$ cat src/rtl/scan_sequencer.sv
// Channel scan sequencer driving a 3-to-8 decoder's select/enable.
// Define SCAN_GAP_EN to insert one ena=0 GAP cycle between consecutive channels.
module scan_sequencer #(
  parameter int DWELL_W = 8
) (
  input  logic               clk,
  input  logic               rst,
  input  logic               start,
  input  logic               stop,
  input  logic               cont,
  input  logic [DWELL_W-1:0] dwell,
  input  logic [7:0]         mask,
  output logic [2:0]         sel,
  output logic               ena,
  output logic               busy,
  output logic               wrap,
  output logic               done,
  output logic [1:0]         dbg_state
);

`ifdef SCAN_GAP_EN
  typedef enum logic [1:0] {S_IDLE = 2'd0, S_RUN = 2'd1, S_GAP = 2'd2} state_t;
  logic [2:0] nxt_q;
`else
  typedef enum logic [1:0] {S_IDLE = 2'd0, S_RUN = 2'd1} state_t;
`endif

  state_t             state_q;
  logic [2:0]         sel_q;
  logic               ena_q, busy_q, wrap_q, done_q, cont_q;
  logic [DWELL_W-1:0] cnt_q;

  logic               low_any, up_any;
  logic [2:0]         low_idx, up_idx;
  logic [DWELL_W-1:0] dwell_ld;

  // Lowest enabled channel overall, and lowest enabled channel strictly above sel.
  always_comb begin
    low_any = |mask;
    low_idx = 3'd0;
    up_any  = 1'b0;
    up_idx  = 3'd0;
    for (int i = 7; i >= 0; i--) begin
      if (mask[i]) low_idx = 3'(i);
      if (mask[i] && (i > int'(sel_q))) begin
        up_any = 1'b1;
        up_idx = 3'(i);
      end
    end
  end

  assign dwell_ld = (dwell == '0) ? '0 : dwell - DWELL_W'(1);

  always_ff @(posedge clk) begin
    if (rst) begin
      state_q <= S_IDLE;
      sel_q   <= 3'd0;
      ena_q   <= 1'b0;
      busy_q  <= 1'b0;
      wrap_q  <= 1'b0;
      done_q  <= 1'b0;
      cont_q  <= 1'b0;
      cnt_q   <= '0;
`ifdef SCAN_GAP_EN
      nxt_q   <= 3'd0;
`endif
    end else begin
      wrap_q <= 1'b0;
      done_q <= 1'b0;
      case (state_q)
        S_IDLE: begin
          if (start && !stop && low_any) begin
            state_q <= S_RUN;
            sel_q   <= low_idx;
            ena_q   <= 1'b1;
            busy_q  <= 1'b1;
            cnt_q   <= dwell_ld;
            cont_q  <= cont;
          end
        end
        S_RUN: begin
          if (stop || (cnt_q == '0 && !low_any)) begin
            state_q <= S_IDLE;
            sel_q   <= 3'd0;
            ena_q   <= 1'b0;
            busy_q  <= 1'b0;
            cnt_q   <= '0;
          end else if (cnt_q != '0) begin
            cnt_q <= cnt_q - DWELL_W'(1);
          end else if (!up_any && !cont_q) begin
            state_q <= S_IDLE;
            sel_q   <= 3'd0;
            ena_q   <= 1'b0;
            busy_q  <= 1'b0;
            done_q  <= 1'b1;
          end else begin
`ifdef SCAN_GAP_EN
            // Break-before-make: drop ena with the old sel, wrap pulses here.
            state_q <= S_GAP;
            ena_q   <= 1'b0;
            nxt_q   <= up_any ? up_idx : low_idx;
            wrap_q  <= !up_any;
`else
            sel_q  <= up_any ? up_idx : low_idx;
            cnt_q  <= dwell_ld;
            wrap_q <= !up_any;
`endif
          end
        end
`ifdef SCAN_GAP_EN
        S_GAP: begin
          if (stop) begin
            state_q <= S_IDLE;
            sel_q   <= 3'd0;
            busy_q  <= 1'b0;
            cnt_q   <= '0;
          end else begin
            state_q <= S_RUN;
            sel_q   <= nxt_q;
            ena_q   <= 1'b1;
            cnt_q   <= dwell_ld;
          end
        end
`endif
        default: state_q <= S_IDLE;
      endcase
    end
  end

  assign sel       = sel_q;
  assign ena       = ena_q;
  assign busy      = busy_q;
  assign wrap      = wrap_q;
  assign done      = done_q;
  assign dbg_state = state_q;

endmodule

$ cat config.mk
export PLATFORM = sky130hd
export DESIGN_NAME = scan_sequencer
export DESIGN_NICKNAME = d
export VERILOG_FILES = /design/src/rtl/scan_sequencer.sv
export SDC_FILE = /design/constraint.sdc
export NUM_CORES = 1
export LEC_CHECK = 0
export BUFFER_PORTS_ARGS = -buffer_cell sky130_fd_sc_hd__buf_2
export CELL_PAD_IN_SITES_DETAIL_PLACEMENT = 1
export CELL_PAD_IN_SITES_GLOBAL_PLACEMENT = 2
export CORE_UTILIZATION = 34
export DETAILED_ROUTE_END_ITERATION = 8
export PLACE_DENSITY_LB_ADDON = 0.25
export SYNTH_ARGS = -nofsm -noshare
export SYNTH_HDL_FRONTEND = slang
export SYNTH_SLANG_ARGS = --single-unit
$ cat constraint.sdc
create_clock -name clk -period 2.9 [get_ports clk]
set_input_delay 0.435 -clock clk [delete_from_list [all_inputs] [get_ports clk]]
set_output_delay 0.435 -clock clk [all_outputs]
set_load 0.02 [all_outputs]
==> metrics.md <==
| Metric | Value |
|---|---|
| Outcome | complete, no violations |
| Global-route usage over all layers | 20.9% |
| TritonCTS clock tree | built |
| Post-CTS setup buffer count | 0 |
| TritonCTS Sinks | 15 |
| CP Class | reg2reg |
| Final setup viols | 0 |
| Post-synth EDFFs | 0 |
| Row cnt | 23 |
| CP endpoint kind | flip-flop |
| Drt wl/cell | 16.5 µm |
| GRT overflow | 0 |
| Global-route wire length before repair | slightly above 7000 µm |
| Hold path cells | 3 |
| Via count | 1516 |
| 1st-iter DRT viols | 47 |
| CP Max Fanout | 13 |
| Wl on met1 | 2280 µm |
| Yosys reg bits | 15 |
| Uppermost layer routed | met4 |
| Total power | approximately 0.00073 W |
| Initial antenna violation count | 0 |
| Mapped Cells | 191 |
| Logic pwr share | 38.6% |
| Final TNS setup | 0 ns |
| Die width | 68.0 µm |
| Pleak | 0.645 nW |
| Synth warnings | 0 |
| Top_reg_cell synth | dfxtp_1 |
| Initial Utilization | 36.2% |
| Routability cong. | 0.804 |
| Reg power frac | 36.3% |
| Hold Crit Class | in2reg |
| Cts repair resizes | 0 |
| H-tree depth | 1 |
| Worst EP required | 3.08 ns |
| Max-slew violation total from the final report | 0 |
| Fmax | 443 MHz |
| Die extent in y | roughly 68 µm |
| Root buf cell | clkbuf_8 |
| Final worst-path cycle share | 77.9% |
| # nets final | 238 |
| NetSw | 0.000287 W |
| Detail Route Antenna Nets | 0 |
| Dpl hpwl | 3420 µm |
| Final min period | 2.26 ns |
| Non-Filler Instances | 263 |
| Unrepaired setup endpoints after global routing | false |
| CP max stage cell | dfxtp_1 |
| Cell variety after synth | 54 |
| WL met2 | 1830 µm |
| Total die area | ~0.0046 mm² |
| Clk pwr share | 25.1% |
| Fin Clk Skew | 0.0101 ns |
| Largest net degree at the start of global routing | 21 |
| Diodes inserted | 0 |
| I/O Buffers | 28 |
| DRT Wirelength | around 4300 µm |
| Clk_lat worst skew | between 0.2 and 0.3 ns |
| Syn_nets | 215 |
| Vias in the first global route | about 1500 |
| Worst-Margin Slew | 0.740 ns |
| Max-Cap Viols | 0 |
| Asr flop ratio synth | 0% |
| Slack of the worst reg-to-reg path | 0.64 ns |
| Clock-pin slew on the worst setup and hold paths | around 0.070 ns |
| CP peak stage delay | 0.58 ns |
| Worst VDD drop | 179 µV |
| Hold buffer count at cts | 0 |
| Met3 WL | roughly 190 µm |
| CP cell instances | nand2b_1 -> a211oi_2 -> nor4_2 -> a41o_1 -> nand2_1 -> a21oi_1 |
| Core ar. | 0.00409 mm² |
| Drt pass-1 iters | 4 |
| Sw Ratio | about two fifths |
| DRC | 0 |
| Internal | 0.000443 W |
| Crit start category | flip-flop |
| Cell count after placement | 259 |
| P per Cell Area | 445 mW/mm² |
| IO Pins | 30 |
| Area delta synth->final | 10.8% |
| Share of layout cells above drive strength 1 | 24.9% |
| Crit path DAT | 2.43 ns |
| Area of the mapped netlist | 0.00148 mm² |
| Vias per cell | approximately 5.8 |
| Fraction of the yosys area taken by sequential cells | 20.3% |
| Avg Cell Area, Syn | approximately 7.7 µm² |
| Final hold vios | 0 |
| Cts bufs inserted | 3 |
| Worst slew margin | 50.6% |
| CTS Buffer Depth | 2 |
| Worst-case reg-to-reg path depth | 6 |
[synth_stat cells (3+ instances only)]
cell / number / area [µm²]
nor3_1: 10 / 50.1
inv_1: 8 / 30.0
nand2b_1: 9 / 56.3
nand2_1: 18 / 67.6
nor4_1: 4 / 25.0
a211oi_2: 6 / 75.1
xnor2_1: 5 / 43.8
a21oi_1: 13 / 65.1
nor4_2: 4 / 50.1
ha_1: 3 / 37.5
a31oi_1: 3 / 18.8
dfxtp_1: 15 / 300
mux2i_1: 4 / 40.0
o21ai_0: 6 / 30.0
buf_4: 5 / 37.5
nand3_1: 7 / 35.0
nor2_1: 22 / 82.6
[final cells by class]
| class | count | area (µm²) |
|---|---|---|
| clock buffer | 4 | 45.0 |
| multi-input combinational | 157 | 1050 |
| tap | 50 | 62.6 |
| sequential | 15 | 300 |
| timing repair buffer | 29 | 148 |
| fill | 542 | 2450 |
| inverter | 8 | 30.0 |
[critical path, delay by kind of cell (launching register included)]
family	cells	cell delay, ns
DFF	1	0.58
AOI/OAI and AO/OA	3	0.81
and+or+nand+nor	3	0.78
[power groups by stage]
stage / combinational [W] / clock [W] / sequential [W]
floorplan: 0.000230 / 0 / 0.000253
global route: 0.000311 / 0.000202 / 0.000269
detailed placement: 0.000280 / 0 / 0.000268
finish: 0.000281 / 0.000183 / 0.000265
global placement: 0.000275 / 0 / 0.000266
CTS: 0.000282 / 0.000188 / 0.000264
[metal layers]
metal / vias to the layer above / track usage (%)
met1: 722 / 30.8
li1: 745 / -
met3: 5 / 2.67
met4: 0 / 7.03
met2: 44 / 30.8
met5: - / 0
[sequential cells by signal (all words and copies together) (netlist names)]
| register | cells |
|---|---|
| done | 1 |
| cnt_q | 8 |
| wrap | 1 |
| busy | 1 |
| sel | 3 |
| cont_q | 1 |
[logic make-up after synthesis]
family / Yosys count / share of synthesized area [%]
AO/OA/AOI/OAI: 50 / 26.9
adder cells (fa/ha/maj): 3 / 2.54
XOR/XNOR: 6 / 3.55
AND/OR/NAND/NOR: 93 / 35.3
flip-flops: 15 / 20.3
buffers and inverters: 19 / 8.46
other: 1 / 0.254
multiplexers: 4 / 2.71
[path summary, 6_finish.rpt]
kind,from,end
min,cont,cont_q
max,sel[1],cnt_q[3]
max reg2reg,sel[1],cnt_q[3]
min reg2reg,cnt_q[1],cnt_q[1]
[per-stage QoR]
step / setup WS (ns) / area, µm² / util [%] / hold slack [ns]
3_5_place_dp: 0.555 / 1590 / 39.0 / 0.518
6_report: 0.641 / 1640 / 40.1 / 0.418
3_3_place_gp: 0.606 / 1590 / 39.0 / 0.493
5_1_grt: 0.444 / 1640 / 40.1 / 0.457
2_1_floorplan: 1.00 / 1480 / - / 0.469
4_1_cts: 0.650 / 1640 / 40.1 / 0.422
[cell usage in the layout, fill, tap and decap left out, types with 4 or more instances in the layout]
cell and n:
a211oi_2 6, a21oi_1 13, buf_2 28, dfxtp_1 15, inv_1 8, mux2i_1 4
nand2_1 18, nand2b_1 9, nand3_1 7, nor2_1 22, nor3_1 10, nor4_1 4
nor4_2 4, o21ai_0 6, xnor2_1 5
Power figures use the tool's default switching activity.
